File: src/rtl/seq_mul_add.sv
// Sequential radix-2 shift-add multiplier-accumulator: d = q*m + r.
// One multiplier bit is consumed per clock, LSB first, under a start/busy/done handshake.
module seq_mul_add #(
    parameter int N = 4
) (
    input  logic           clk,
    input  logic           rst_n,
    input  logic           start,
    input  logic [N-1:0]   q,
    input  logic [N-1:0]   m,
    input  logic [N-1:0]   r,
    output logic [2*N-1:0] d,
    output logic           busy,
    output logic           done,
    output logic           rem_err
);
    localparam int CW = $clog2(N) + 1;

    typedef enum logic [1:0] {IDLE, RUN, DONE} state_t;

    state_t         state_q, state_d;
    logic [2*N-1:0] acc_q, acc_d;
    logic [2*N-1:0] mcand_q, mcand_d;
    logic [2*N-1:0] d_q, d_d;
    logic [2*N-1:0] acc_sum;
    logic [N-1:0]   qsh_q, qsh_d;
    logic [CW-1:0]  cnt_q, cnt_d;
    logic           err_q, err_d;
    logic           rem_err_q, rem_err_d;
    logic           busy_q, busy_d;
    logic           done_q, done_d;

    // Max q*m+r is 2^2N - 2^N, so the 2N-bit sum never carries out.
    assign acc_sum = acc_q + (qsh_q[0] ? mcand_q : {(2*N){1'b0}});

    always_comb begin
        state_d   = state_q;
        acc_d     = acc_q;
        mcand_d   = mcand_q;
        qsh_d     = qsh_q;
        cnt_d     = cnt_q;
        err_d     = err_q;
        d_d       = d_q;
        rem_err_d = rem_err_q;
        busy_d    = 1'b0;
        done_d    = 1'b0;
        case (state_q)
            IDLE, DONE: begin
                if (start) begin
                    state_d = RUN;
                    acc_d   = {{N{1'b0}}, r};
                    mcand_d = {{N{1'b0}}, m};
                    qsh_d   = q;
                    cnt_d   = '0;
                    err_d   = (r >= m);
                    busy_d  = 1'b1;
                end else begin
                    state_d = IDLE;
                end
            end
            RUN: begin
                acc_d   = acc_sum;
                mcand_d = mcand_q << 1;
                qsh_d   = qsh_q >> 1;
                cnt_d   = cnt_q + CW'(1);
                if (cnt_q == CW'(N - 1)) begin
                    state_d   = DONE;
                    d_d       = acc_sum;
                    rem_err_d = err_q;
                    done_d    = 1'b1;
                end else begin
                    busy_d = 1'b1;
                end
            end
            default: state_d = IDLE;
        endcase
    end

    always_ff @(posedge clk or negedge rst_n) begin
        if (!rst_n) begin
            state_q   <= IDLE;
            acc_q     <= '0;
            mcand_q   <= '0;
            qsh_q     <= '0;
            cnt_q     <= '0;
            err_q     <= 1'b0;
            d_q       <= '0;
            rem_err_q <= 1'b0;
            busy_q    <= 1'b0;
            done_q    <= 1'b0;
        end else begin
            state_q   <= state_d;
            acc_q     <= acc_d;
            mcand_q   <= mcand_d;
            qsh_q     <= qsh_d;
            cnt_q     <= cnt_d;
            err_q     <= err_d;
            d_q       <= d_d;
            rem_err_q <= rem_err_d;
            busy_q    <= busy_d;
            done_q    <= done_d;
        end
    end

    assign d       = d_q;
    assign busy    = busy_q;
    assign done    = done_q;
    assign rem_err = rem_err_q;
endmodule
File: config.mk
export PLATFORM = sky130hd
export DESIGN_NAME = seq_mul_add
export DESIGN_NICKNAME = d
export VERILOG_FILES = /design/src/rtl/seq_mul_add.sv
export SDC_FILE = /design/constraint.sdc
export NUM_CORES = 1
export LEC_CHECK = 0
export ABC_AREA = 1
export CORE_UTILIZATION = 35
export DETAILED_ROUTE_END_ITERATION = 6
export PLACE_DENSITY_LB_ADDON = 0.08
export SYNTH_ARGS = -nofsm -noshare
export SYNTH_HDL_FRONTEND = slang
export SYNTH_SLANG_ARGS = --single-unit
File: constraint.sdc
create_clock -name clk -period 4 [get_ports clk]
set_input_delay 1.2 -clock clk [delete_from_list [all_inputs] [get_ports clk]]
set_output_delay 1.2 -clock clk [all_outputs]
set_load 0.02 [all_outputs]
==> run summary <==
The flow ran to the end, and the final reports show no timing, DRC or antenna violations. Yosys mapped a number of flops with a built-in enable equal to 0. Once detail routing completed, the nets flagged for antenna violations numbered 0. The per-cell via count in the routed design was 4.69; the number of placed instances with taps included was 324. The clock tree root driver cell is clkbuf_8. Counting instances in the post-synthesis netlist gives the leading cell types as 63 x nand2_1, 37 x dfrtp_1, 29 x inv_1. TritonCTS built the clock tree. The first global-routing pass estimated 7270 um of wire.

The ratio of total power to cell area was 848 mW/mm^2. The worst setup path is launched from a register. Fraction of final layout cells with drive strength greater than 1: 6.87%.

The post-synthesis compound-gate area fraction is 10.4%, and the max-cap violation count is 0. Number of synthesized register bits: 37. Derived from the worst setup path, the maximum achievable clock frequency is 410 MHz.

The worst-case IR drop observed on VDD is 0.300 mV. The signal on the critical path passes through clkdlybuf4s50_1. Main flop type after synthesis: dfrtp_1.

The run gives 5 as the total clock buffers created by CTS. The number of buffers and inverters on the critical path is 1, and the DRC violation total after the first TritonRoute iteration is 54. The floorplan step defined a core boundary enclosing 0.00524 mm^2. The clock period could shrink to 2.44 ns.

The number of endpoints with negative hold slack in the final report was 0; the wire length per cell was 12.3 um. The number of global-route vias before repair was 1584; the number of nets in the finished design was 290. The logs give 264 for the synthesized netlist net count and 0.00195 mm^2 for the area of the mapped netlist. In the global route stage, overall resource usage came out at 16.1%. The run gives 0 as the number of antenna violations at the first check in global routing. The total leakage power came out at 1.23 nW. On the final layout, the worst clock skew is 0.00772 ns. The synthesized design devotes to its leading area cell type 47.6% of total area.

The largest individual stage delay along the critical path comes from the cell clkdlybuf4s50_1. dfrtp_1 takes more of the synthesized area than any other cell. The sequential element share of the synthesized area was 47.6%. The routed design has 4100 um of wire.

After synthesis, the largest family of logic cells by area is simple AND/OR/NAND/NOR gates. Setup total negative slack on the finished layout was measured at 0 ns. The max-slew violation total from the final report was 0; the die span in y was 76.6 um. The critical setup path kind is register to primary output.

The overall via count from detail_route was 1556. The overall die area was 0.00586 mm^2; the mux contribution to synthesized area was 0%. In this run the number of H-tree levels came out at 2.

The delay of the slowest cell on the worst path was 0.60 ns; the non-filler instance count after layout was 332. Buffers placed on the I/O ports in this run total 25. The ratio of final minimum period to clock period works out to 61.0%. The weighted congestion reported at the end of routability-driven placement is 0.795. After clock tree synthesis, the repair step resized 0 gates. The tools report the initial standard-cell utilization of the core as 37.1%. The number of different library cells in the post-synthesis netlist was 25; the count of synthesis-stage warnings from yosys was 0. After technology mapping, the gate count stands at 235.

For the pin with the worst max-slew slack, the measured transition is 0.843 ns. Setup violations remaining at the end of the flow were counted as 0. The synthesis-to-finish area growth was 20.6%. STA classifies the critical path endpoint as a primary output. In this run the horizontal extent of the chip is 76.6 um.

For the number of search-and-repair iterations in the first detailed-routing pass, the log shows 4. The initialized floorplan defines 26 standard-cell rows. In this design, the largest share of critical-path delay is due to buffers and inverters.

Each instance of the synthesized netlist takes up on average 8.28 um^2. CTS saw 37 sinks. The min-delay analysis places its worst path in the category register to register. The tools report the arrival time of data at the critical path endpoint as 1.24 ns.

The repair_antennas step left the layout with diodes totalling 0. Setup repair after global routing left no endpoint under its margin. After Yosys synthesis, XOR and XNOR cells account for 0.900% of the synthesized area. After clock tree synthesis, the clock-pin slew on the worst setup and hold paths is 0.08 ns. The adder and majority cell fraction of the synthesized area works out to 9.39%. The basic-gate share of the synthesized area counting and, or, nand and nor cells was 23.3%; the fraction of registers with async set/reset was 100%. The logs give 0 for the total congestion overflow and 0 for the post-detailed-route DRC marker count. The later pin in the worst-skew pair is clocked with a latency of 0.29 ns.

During I/O placement, the number of pins put on the boundary was 26. For the post-CTS setup buffer count, the log shows 0. The required time at the worst-slack endpoint is 2.80 ns, and the detailed placement HPWL is 2970 um. The cell with the most instances after synthesis is nand2_1.

Hold repair after CTS inserted 0 buffers. By area the synthesized netlist is led by dfrtp_1 48%, nand2_1 12%, ha_1 8.4%. Entering global routing, the biggest net connects 38 pins.

The run gives 2 as the number of buffers between clock root and the deepest sink. The maximum net fanout on the critical path was 2. Measured against its own limit, the worst slew margin works out to 43.8%.
## placed cells by master (no fill, tap or decap)
master / count
o21ai_1: 10
dfrtp_1: 37
and2_4: 1
o22ai_1: 7
inv_2: 6
xnor2_1: 1
xor2_1: 1
o21ai_0: 3
o221ai_1: 1
or2_1: 3
ha_1: 13
inv_1: 29
nand3b_1: 3
buf_2: 1
clkinv_2: 1
nand4_1: 1
nand2_2: 1
a21oi_1: 12
clkbuf_8: 7
nor2_4: 1
o21bai_1: 1
nand3_1: 18
nand2_1: 63
nor2_1: 14
fa_1: 1
a22o_1: 2
clkdlybuf4s50_1: 24
## report_power, final
part	total (W)	leakage [nW]	internal [W]	switching, W
clock network	0.000292	0.0542	0.000156	0.000136
logic	0.00105	0.713	0.000419	0.000626
registers	0.000654	0.458	0.000555	0.0000994
## logic make-up after synthesis
kind of cell / Yosys count
XOR/XNOR: 2
flip-flops: 37
AO/OA/AOI/OAI: 36
AND/OR/NAND/NOR: 105
buffers and inverters: 41
adder cells (fa/ha/maj): 14
## tightest hold or removal path: cells and delay by family, from the launching register on
family,cells,cell delay (ns)
flops,1,0.35
simple gates,2,0.10
## final cells by class
cell class	count	area, um^2
multi-input combinational	157	856
inverter	35	131
clock buffer	7	96.3
sequential	37	926
clock inverter	1	5.00
tap	70	87.6
fill	557	2890
timing repair buffer	25	245
## metrics by stage
step	worst slack, ns	hold WS [ns]	instance area, um^2	util, %	power [W]
after global placement	1.34	0.463	2250	42.9	0.00172
after floorplan	2.03	0.450	1950	-	0.00142
after global routing	1.50	0.509	2350	44.8	0.00219
final	1.56	0.479	2350	44.8	0.00199
after detailed placement	1.31	0.464	2250	42.9	0.00171
after CTS	1.54	0.485	2350	44.8	0.00202
## per-layer routing
layer  wire [um]  track usage [%]  vias up
met4          70             8.08        0
met1        2130             21.7      720
li1            -                -      805
met3         143             3.23        6
met2        1760             24.6       25
met5           0                0        -
## final timing paths
path / from / endpoint / slack [ns] / cells past startpoint
max: d[6]$_DFFE_PN0P_ / d[6] / 1.56 / 1
min: d[0]$_DFFE_PN0P_ / d[0]$_DFFE_PN0P_ / 0.48 / 2
max reg2reg: qsh_q[0]$_DFFE_PN0P_ / acc_q[4]$_DFFE_PN0P_ / 2.05 / 12
min reg2reg: d[0]$_DFFE_PN0P_ / d[0]$_DFFE_PN0P_ / 0.48 / 2
max in group asynchronous: rst_n / busy$_DFF_PN0_ / 2.46 / 1
min in group asynchronous: rst_n / d[1]$_DFFE_PN0P_ / 1.01 / 1
## flip-flops by register name, summed over array words and instances, names as in the netlist
register,flops
state_q,2
cnt_q,3
acc_q,8
rem_err,1
mcand_q,8
err_q,1
done,1
d,8
qsh_q,4
busy,1
(Power assumes the default switching activity.)
==> RTL change: new RTL, same settings <==
The 3 states of `state_t` get a one-hot encoding in 3 bits.
--- a/src/rtl/seq_mul_add.sv
+++ b/src/rtl/seq_mul_add.sv
@@ -16,7 +16,7 @@
 );
     localparam int CW = $clog2(N) + 1;
 
-    typedef enum logic [1:0] {IDLE, RUN, DONE} state_t;
+    typedef enum logic [2:0] {IDLE = 3'b001, RUN = 3'b010, DONE = 3'b100} state_t;
 
     state_t         state_q, state_d;
     logic [2*N-1:0] acc_q, acc_d;
Formal check against the unedited RTL: no difference found for any inputs over 10 cycles, from zero or initial values and one cycle with rst_n low; not proved beyond that.
==> RTL change against the unedited design <==
  * Non-clock buffer count did not move
  * First-iteration DRC count down 44%
  * Cell area is 5.9% higher
  * Final cell count grew 6.9%
  * Synthesized area grew 8.7%
  * Count of clock-buffer cells in the layout unchanged
  * Sequential cell count is 1 higher
  * Wire length is 1.8% higher
  * Die area grew 8.4%
  * Total power shrank 23%
  * Worst setup slack got worse by 0.016 ns
  * Highest routed layer unchanged
  * Critical path depth is the same
  * Global-route usage is 0.70 points lower
  * Largest power group unchanged
  * Combinational power down 37%
==> RTL change: results (changes against the unedited design) <==
Layout
  – Layout cell share with drive strength beyond 1: 9.19% (+2.3 points)
  – NumNets Final: 311 (+7.2%)
  – Layout Cells excl Fill: 355 (+6.9%)

Global route
  – GR met2 Demand/Resource: 24.2% (-0.41 points)
  – Largest net degree at the start of global routing: 39 (+2.6%)
  – Met3 Use GR: 3.43% (+0.20 points)
  – Vias in the first global route: 1622 (+2.4%)
  – First-pass GRT wire length: 7.38 mm (+1.4%)

Power and ir drop
  – Worst VDD drop: 0.281 mV (-6.5%)
  – LEAKAGE: 1.32 nW (+7.8%)

Timing
  – Final Skew: 0.00183 ns (-0.00588 ns)
  – Hold WS: 0.480 ns (+0.00158 ns)

Drt
  – Routed via count: 1598 (+2.7%)
  – Drt initial violations: 30 (-44%)

Placement
  – Post-Place Cells: 347 (+7.1%)
  – DP HPWL: 3.05 mm (+2.5%)
  – Placer Congestion: 0.732 (-8.0%)
  – Setup WS pre-CTS: 1.28 ns (-0.0340 ns)

Worst setup path
  – Crit. Startpoint: rem_err$_DFFE_PN0P_
  – CP Data Arrival Time: 1.26 ns (+0.02 ns)
  – Register-to-register setup slack: 2.01 ns (-0.04 ns)

Run status
  – Status: completed

Logic synthesis
  – Leading post-synthesis cells by cell area: dfrtp_1, nand2_1, ha_1, inv_1, nand3_1
  – Syn_nets: 286 (+8.3%)
  – Mean Syn Cell Area: 8.23 um2 (-0.62%)
  – Synth unique cells: 32 (+28%)
==> RTL change: cell types whose count changed in the layout (fill, tap and decap cells not counted), sizes merged, moves of 2 or more <==
cell,before,now
nand2,64,86
nor2,15,8
a21oi,12,6
inv,35,41
o21ai,13,18
o22ai,7,4
a22o,2,0
nand3,18,20
o211ai,0,2
==> RTL change: routing by layer <==
| metal | part of all wire (%) | vias to the layer above |
|---|---|---|
| met3 | 2.9 | 7 |
| met4 | 1.9 | 0 |
| met2 | 44 | 25 |
| li1 | - | 861 |
| met5 | 0 | - |
| met1 | 52 | 705 |
==> RTL change: final cells by class <==
class	count	area, um2
multi-input combinational	171	947
fill	586	3190
clock buffer	7	86.3
tap	72	90.1
clock inverter	1	5.00
timing repair buffer	25	245
inverter	41	159
sequential	38	952
==> RTL change: stage by stage <==
| stage | area, um2 | total power, mW | util [%] |
|---|---|---|---|
| after floorplan | 2110 | 1.10 | - |
| after global placement | 2390 | 1.27 | 42.2 |
| after CTS | 2480 | 1.56 | 43.8 |
| final | 2480 | 1.53 | 43.8 |
| after global routing | 2480 | 1.67 | 43.8 |
| after detailed placement | 2390 | 1.27 | 42.2 |
==> RTL change: kinds of logic after synthesis <==
kind of cell / Yosys count / share of synthesized area, %
simple gates: 123 / 26.3
fa+ha+maj: 14 / 8.64
compound gates: 32 / 8.99
flops: 38 / 45.0
buf+inv: 48 / 10.2
xor+xnor: 2 / 0.829
==> RTL change: final timing paths <==
path	depth (start not counted)	to
hold / removal	2	d[3]$_DFFE_PN0P_
min in group asynchronous	1	d[0]$_DFFE_PN0P_
setup / recovery	1	rem_err
setup reg to reg	12	acc_q[4]$_DFFE_PN0P_
hold reg to reg	2	d[3]$_DFFE_PN0P_
max in group asynchronous	1	state_q[2]$_DFFE_PN0N_
==> RTL change: where the power goes <==
part	leakage, nW	total, mW	switching (mW)	internal, mW
clock	0.0482	0.274	0.135	0.139
combinational	0.796	0.659	0.403	0.256
sequential	0.476	0.595	0.0776	0.518
total	1.32	1.53	0.616	0.913
